<file path="config.mk">
export PLATFORM = sky130hd
export DESIGN_NAME = scarv_uart_rx_flat
export DESIGN_NICKNAME = d
export VERILOG_FILES = /design/src/rtl/scarv_uart_pkg.sv /design/src/rtl/scarv_uart_rx_if.sv /design/src/rtl/scarv_sync2.sv /design/src/rtl/scarv_uart_rx.sv /design/src/flat_wrapper.sv
export SDC_FILE = /design/constraint.sdc
export NUM_CORES = 1
export LEC_CHECK = 0
export ABC_AREA = 1
export BUFFER_PORTS_ARGS = -buffer_cell sky130_fd_sc_hd__buf_2
export CORE_MARGIN = 2
export CORE_UTILIZATION = 45
export DETAILED_ROUTE_END_ITERATION = 16
export MAX_ROUTING_LAYER = met4
export PLACE_DENSITY = 0.68
export SLEW_MARGIN = 5
export SYNTH_ARGS = -nofsm -noshare
export SYNTH_HDL_FRONTEND = slang
export SYNTH_SLANG_ARGS = --single-unit
</file>
<file path="constraint.sdc">
create_clock -name f_clk -period 2.39 [get_ports f_clk]
set_input_delay 0.239 -clock f_clk [delete_from_list [all_inputs] [get_ports f_clk]]
set_output_delay 0.239 -clock f_clk [all_outputs]
set_load 0.005 [all_outputs]
</file>
<file path="src/rtl/scarv_uart_pkg.sv">
// scarv_uart_pkg: definitions shared by the SCARV UART receiver and transmitter.
//   uart_rx_state_t : receiver FSM state encoding
//   uart_cpb()      : clocks per serial bit for a given clock and bit rate
//   UART_DATA_W     : payload width of one UART character
package scarv_uart_pkg;

    localparam int UART_DATA_W = 8;

    typedef enum logic [2:0] {
        IDLE      = 3'd0,
        START     = 3'd1,
        DATA      = 3'd2,
        STOP      = 3'd3,
        WAIT_IDLE = 3'd4
    } uart_rx_state_t;

    // Integer division: any fractional clock per bit is dropped.
    function automatic int uart_cpb(input int clk_hz, input int bit_rate);
        return clk_hz / bit_rate;
    endfunction

endpackage

</file>
<file path="src/rtl/scarv_uart_rx_if.sv">
// scarv_uart_rx_if: single-entry valid/ready byte channel out of the UART receiver.
//   rx_data  : received byte, meaningful while rx_valid is high
//   rx_valid : the producer holds an unconsumed byte
//   rx_ready : the consumer takes rx_data on an edge where rx_valid && rx_ready
//   master   : producer side (the receiver); slave : consumer side
interface scarv_uart_rx_if;
    import scarv_uart_pkg::*;

    logic [UART_DATA_W-1:0] rx_data;
    logic                   rx_valid;
    logic                   rx_ready;

    modport master (output rx_data, output rx_valid, input rx_ready);
    modport slave  (input rx_data, input rx_valid, output rx_ready);

endinterface

</file>
<file path="src/rtl/scarv_sync2.sv">
// scarv_sync2: generic two-flop synchroniser for asynchronous single-bit inputs.
//   f_clk   : destination clock
//   g_reset : synchronous active-high reset, loads RST_VAL into both flops
//   d       : asynchronous input
//   q       : synchronised output, two cycles behind d
module scarv_sync2 #(
    parameter logic RST_VAL = 1'b1
) (
    input  logic f_clk,
    input  logic g_reset,
    input  logic d,
    output logic q
);

    logic meta_r;
    logic sync_r;

    // Two-stage capture; the first stage may go metastable and is never used directly.
    always_ff @(posedge f_clk) begin
        if (g_reset) begin
            meta_r <= RST_VAL;
            sync_r <= RST_VAL;
        end else begin
            meta_r <= d;
            sync_r <= meta_r;
        end
    end

    assign q = sync_r;

endmodule

</file>
<file path="src/rtl/scarv_uart_rx.sv">
// scarv_uart_rx: UART receiver, 8 data bits LSB-first, no parity, 1 or 2 stop bits.
//   f_clk        : clock
//   g_reset      : synchronous active-high reset
//   uart_rxd     : asynchronous serial line, idles high
//   rx           : master side of the valid/ready byte channel (rx_data, rx_valid, rx_ready)
//   rx_overrun   : sticky, a received byte was dropped because the holding register was full
//   rx_frame_err : sticky, a stop bit was sampled low
//   err_clear    : clears both sticky flags; a coincident new error wins
module scarv_uart_rx
    import scarv_uart_pkg::*;
#(
    parameter int UART_BIT_RATE  = 256_000,
    parameter int UART_CLK_HZ    = 50_000_000,
    parameter int UART_STOP_BITS = 1
) (
    input  logic              f_clk,
    input  logic              g_reset,
    input  logic              uart_rxd,
    scarv_uart_rx_if.master   rx,
    output logic              rx_overrun,
    output logic              rx_frame_err,
    input  logic              err_clear
);

    localparam int CPB   = uart_cpb(UART_CLK_HZ, UART_BIT_RATE);
    localparam int HALF  = CPB / 2;
    localparam int CNT_W = $clog2(CPB);

    localparam logic [CNT_W-1:0] CNT_HALF_END = CNT_W'(HALF - 1);
    localparam logic [CNT_W-1:0] CNT_BIT_END  = CNT_W'(CPB - 1);
    localparam logic             STOP_LAST    = 1'(UART_STOP_BITS - 1);

    if (CPB < 4) begin : g_cpb_check
        $error("scarv_uart_rx: clocks per bit must be at least 4");
    end
    if ((UART_STOP_BITS != 1) && (UART_STOP_BITS != 2)) begin : g_stop_check
        $error("scarv_uart_rx: UART_STOP_BITS must be 1 or 2");
    end

    logic                   rxd_s;
    uart_rx_state_t         state_r, state_s;
    logic [CNT_W-1:0]       cnt_r, cnt_s;
    logic [2:0]             idx_r, idx_s;
    logic                   stop_idx_r, stop_idx_s;
    logic [UART_DATA_W-1:0] shift_r, shift_s;
    logic                   deliver_s;
    logic                   frame_err_s;
    logic [UART_DATA_W-1:0] data_r;
    logic                   valid_r;
    logic                   overrun_r;
    logic                   frame_err_r;

    scarv_sync2 #(.RST_VAL(1'b1)) u_sync (
        .f_clk   (f_clk),
        .g_reset (g_reset),
        .d       (uart_rxd),
        .q       (rxd_s)
    );

    // Frame-tracking state: FSM, bit-time counter, data/stop indices, shift register.
    always_ff @(posedge f_clk) begin
        if (g_reset) begin
            state_r    <= IDLE;
            cnt_r      <= '0;
            idx_r      <= 3'd0;
            stop_idx_r <= 1'b0;
            shift_r    <= '0;
        end else begin
            state_r    <= state_s;
            cnt_r      <= cnt_s;
            idx_r      <= idx_s;
            stop_idx_r <= stop_idx_s;
            shift_r    <= shift_s;
        end
    end

    // Next-state logic; every sample is taken from the synchronised line rxd_s.
    always_comb begin
        state_s     = state_r;
        cnt_s       = cnt_r;
        idx_s       = idx_r;
        stop_idx_s  = stop_idx_r;
        shift_s     = shift_r;
        deliver_s   = 1'b0;
        frame_err_s = 1'b0;
        case (state_r)
            IDLE: begin
                if (!rxd_s) begin
                    state_s = START;
                    cnt_s   = '0;
                end else begin
                    state_s = IDLE;
                end
            end
            START: begin
                // Re-check the line half a bit in; a high here was only a glitch.
                if (cnt_r == CNT_HALF_END) begin
                    cnt_s = '0;
                    if (!rxd_s) begin
                        state_s = DATA;
                        idx_s   = 3'd0;
                    end else begin
                        state_s = IDLE;
                    end
                end else begin
                    cnt_s = cnt_r + CNT_W'(1);
                end
            end
            DATA: begin
                // Shift right so the first (LSB) bit ends up at bit 0 after eight samples.
                if (cnt_r == CNT_BIT_END) begin
                    cnt_s   = '0;
                    shift_s = {rxd_s, shift_r[UART_DATA_W-1:1]};
                    idx_s   = idx_r + 3'd1;
                    if (idx_r == 3'd7) begin
                        state_s    = STOP;
                        stop_idx_s = 1'b0;
                    end else begin
                        state_s = DATA;
                    end
                end else begin
                    cnt_s = cnt_r + CNT_W'(1);
                end
            end
            STOP: begin
                if (cnt_r == CNT_BIT_END) begin
                    cnt_s = '0;
                    if (rxd_s) begin
                        if (stop_idx_r == STOP_LAST) begin
                            deliver_s = 1'b1;
                            state_s   = IDLE;
                        end else begin
                            stop_idx_s = stop_idx_r + 1'b1;
                        end
                    end else begin
                        frame_err_s = 1'b1;
                        state_s     = WAIT_IDLE;
                    end
                end else begin
                    cnt_s = cnt_r + CNT_W'(1);
                end
            end
            WAIT_IDLE: begin
                // Hold off through a break so a long low never decodes as frames.
                if (rxd_s) begin
                    state_s = IDLE;
                end else begin
                    state_s = WAIT_IDLE;
                end
            end
            default: begin
                state_s = IDLE;
                cnt_s   = '0;
            end
        endcase
    end

    // Holding register and sticky error flags.
    always_ff @(posedge f_clk) begin
        if (g_reset) begin
            data_r      <= '0;
            valid_r     <= 1'b0;
            overrun_r   <= 1'b0;
            frame_err_r <= 1'b0;
        end else begin
            // A delivery coinciding with a consume refills the register in the same edge.
            if (deliver_s && (!valid_r || rx.rx_ready)) begin
                data_r  <= shift_r;
                valid_r <= 1'b1;
            end else if (valid_r && rx.rx_ready) begin
                valid_r <= 1'b0;
            end else begin
                valid_r <= valid_r;
            end

            if (deliver_s && valid_r && !rx.rx_ready) begin
                overrun_r <= 1'b1;
            end else if (err_clear) begin
                overrun_r <= 1'b0;
            end else begin
                overrun_r <= overrun_r;
            end

            if (frame_err_s) begin
                frame_err_r <= 1'b1;
            end else if (err_clear) begin
                frame_err_r <= 1'b0;
            end else begin
                frame_err_r <= frame_err_r;
            end
        end
    end

    assign rx.rx_data   = data_r;
    assign rx.rx_valid  = valid_r;
    assign rx_overrun   = overrun_r;
    assign rx_frame_err = frame_err_r;

endmodule
</file>
<file path="src/flat_wrapper.sv">
// flat-port wrapper written by rule: the top's interface ports become plain ports
module scarv_uart_rx_flat import scarv_uart_pkg::*;
#(
    parameter int UART_BIT_RATE  = 256_000,
    parameter int UART_CLK_HZ    = 50_000_000,
    parameter int UART_STOP_BITS = 1
)
  (f_clk, g_reset, uart_rxd, rx_overrun, rx_frame_err, err_clear, rx_rx_data, rx_rx_valid, rx_rx_ready);
  scarv_uart_rx_if rx_i ();
  input  logic f_clk;
  input  logic g_reset;
  input  logic uart_rxd;
  output logic rx_overrun;
  output logic rx_frame_err;
  input  logic err_clear;
  output wire logic [$bits(rx_i.rx_data)-1:0] rx_rx_data;
  output wire logic [$bits(rx_i.rx_valid)-1:0] rx_rx_valid;
  input wire logic [$bits(rx_i.rx_ready)-1:0] rx_rx_ready;
  assign rx_rx_data = rx_i.rx_data;
  assign rx_rx_valid = rx_i.rx_valid;
  assign rx_i.rx_ready = rx_rx_ready;
  scarv_uart_rx #(.UART_BIT_RATE(UART_BIT_RATE), .UART_CLK_HZ(UART_CLK_HZ), .UART_STOP_BITS(UART_STOP_BITS)) u_core (.f_clk(f_clk), .g_reset(g_reset), .uart_rxd(uart_rxd), .rx(rx_i), .rx_overrun(rx_overrun), .rx_frame_err(rx_frame_err), .err_clear(err_clear));
endmodule
</file>
==> metrics.txt <==
antenna violations before repair 0; layout cells sized above 1 14.3%; Static Leak 0.000920 uW; Layout area overhead 13.6%; drc violations 0; syn_nets 250; fillers 361; most used cell, CP nand2_2; Yosys reg bits 35; Worst Tran Pin Value 0.629 ns; Reg area 701 um^2; CP peak stage delay 0.34 ns; CP Launch Type register; Crit Path Max Fanout 10; die width 64.6 um; Synth Flop Type dfxtp_1; DP Wirelength 2.17 mm; delay-heaviest family, CP simple AND/OR/NAND/NOR gates; final worst slack 0.876 ns; # clock sinks 35; relative slew slack 58.0%; Worst Path Buf+Inv 1; Post-layout nets 268; die footprint 0.00417 mm^2; WL per Instance 10.0 um; CTS clk-pin slew, worst paths 0.07 ns; grt ovf 0; Worst EP required 2.57 ns; I/O pin count 16; Post-synth EDFFs 0; max-cap violations 0; Arr. time, crit path 1.70 ns; CTS max path bufs 2; Final Hold Vio Count 0; ranking of synthesized cells by area dfxtp_1 42%, nand2_1 13%, nor2_1 11%; first-pass GRT wire length 5.53 mm; Root Buffer clkbuf_8; most common cell in the netlist nand2_1; largest net degree at the start of global routing 23; CP endpoint kind register; CP cell instances inv_1 -> ha_1 -> nand3_2 -> nor2_8 -> nand2_2 -> nand2_2 -> nand3_1 -> nand2_1 -> nor2_1; Gate Count Post-Synth 240; outcome finished clean; Synth Area per Inst 6.88 um^2; Tcrit/Tclk final 63.4%; Setup-failing EPs final 0; post-synth top area cell dfxtp_1; vias per inst 4.55; cts repair resizes 0; worst-skew pair later-pin latency 0.29 ns; Synth top cells by count 59 x nand2_1, 48 x nor2_1, 35 x dfxtp_1, 28 x inv_1; DRT Wirelength 3.07 mm; RSZ-0062 raised after global routing no; ys async rst share 0%; DRT Pass-1 Iters 4; worst vdd ir 0.000432 V; Max Slew Vio Count 0; hold crit path type primary input to register; multi-input logic area 803 um^2; Syn Std Cell Area 0.00165 mm^2; initial core utilization 45.8%; Buffers on Ports 15; die height 64.6 um; CTS tree built; Max Fclk 660 MHz; worst clock skew 0.00509 ns; Diodes inserted 0; Synth top area share 42.4%; Post-CTS Setup Bufs 0; Site Rows 22; initial drt markers 74; slowest CP cell dfxtp_1; vias in the first global route 1245; Netlist cell types 25; sequential share of the synthesized area 42.4%; CP Class register to register; via count 1396; CTS Buf Count 5; RD Place Congestion 0.798; setup_tns 0 ns; Core Footprint 0.00361 mm^2; Routed Antenna Nets 0; Synth Warn # 0; fin crit period 1.51 ns; H-tree levels 2; Power Density 626 mW/mm^2; pre-CTS setup slack 0.887 ns; hold buffer count at cts 0; Total GRT Usage 17.7%
[area by class of cell]
type | instances | area share [%]
multi-input cells | 168 | 42.8
flip-flops and latches | 35 | 37.4
inverters | 33 | 6.60
repair buffers | 15 | 4.00
clock buffers | 5 | 3.67
well taps | 48 | 3.20
clock inverters | 3 | 2.33
[flip-flops by register name (all words and copies together) (netlist names)]
signal / flops
u_core.cnt_r: 8
u_core.rx_overrun: 1
u_core.u_sync.meta_r: 1
u_core.state_r: 3
u_core.rx.rx_valid: 1
u_core.rx.rx_data: 8
u_core.shift_r: 8
u_core.idx_r: 3
u_core.u_sync.q: 1
u_core.rx_frame_err: 1
[cells by family after synthesis]
kind of cell    after synthesis  share of synthesized area [%]
compound gates               25                           7.73
xor+xnor                      2                           1.06
fa+ha+maj                     5                           3.79
buf+inv                      37                           8.94
flops                        35                           42.4
simple gates                136                           36.1
[power by group]
part,switching (uW),internal (uW),leakage (uW)
registers,5.07,587,0.000283
clock network,225,310,0.0000581
logic,31.7,14.1,0.000579
total,261,912,0.000920
[worst register-to-register path: cells and delay by family (launching register included)]
family / cells / cell delay, ns
simple gates: 7 / 0.83
fa+ha+maj: 1 / 0.16
buf+inv: 1 / 0.09
flops: 1 / 0.34
[layer usage]
layer | global-route usage (%) | up-vias | wire [um]
met5 | - | - | 0
met4 | 8.78 | 0 | 70
met3 | 4.69 | 5 | 98
met2 | 27.5 | 19 | 1320
met1 | 21.5 | 589 | 1580
li1 | - | 783 | -
[placed cells by master (no fill, tap or decap), types with 2 or more instances in the layout]
master / n
a21oi_1: 15
buf_2: 15
clkbuf_8: 5
dfxtp_1: 35
ha_1: 5
inv_1: 28
inv_2: 5
nand2_1: 59
nand2_2: 3
nand3_1: 15
nand4_1: 2
nor2_1: 48
o21ai_0: 7
o21ai_1: 2
or2_2: 2
xor2_1: 2
[path summary, 6_finish.rpt]
check / startpoint / end / slack [ns] / depth (start not counted)
worst max-delay path: u_core.cnt_r[0] / u_core.idx_r[1] / 0.88 / 9
worst min-delay path: uart_rxd / u_core.u_sync.meta_r / 0.13 / 2
worst max register to register: u_core.cnt_r[0] / u_core.idx_r[1] / 0.88 / 9
worst min register to register: u_core.u_sync.meta_r / u_core.u_sync.q / 0.41 / 1
[through the flow]
| stage | cell area, um^2 | hold WS (ns) | power [uW] | std cells | utilization (%) |
|---|---|---|---|---|---|
| 6_report | 1880 | 0.130 | 1170 | 307 | 52.0 |
| 5_1_grt | 1880 | 0.131 | 1220 | 307 | 52.0 |
| 4_1_cts | 1880 | 0.122 | 1180 | 307 | 52.0 |
| 3_5_place_dp | 1760 | 0.394 | 652 | 299 | 48.9 |
| 2_1_floorplan | 1650 | 0.343 | 639 | 240 | - |
| 3_3_place_gp | 1760 | 0.393 | 652 | 299 | 48.9 |
Power figures use the tool's default switching activity.
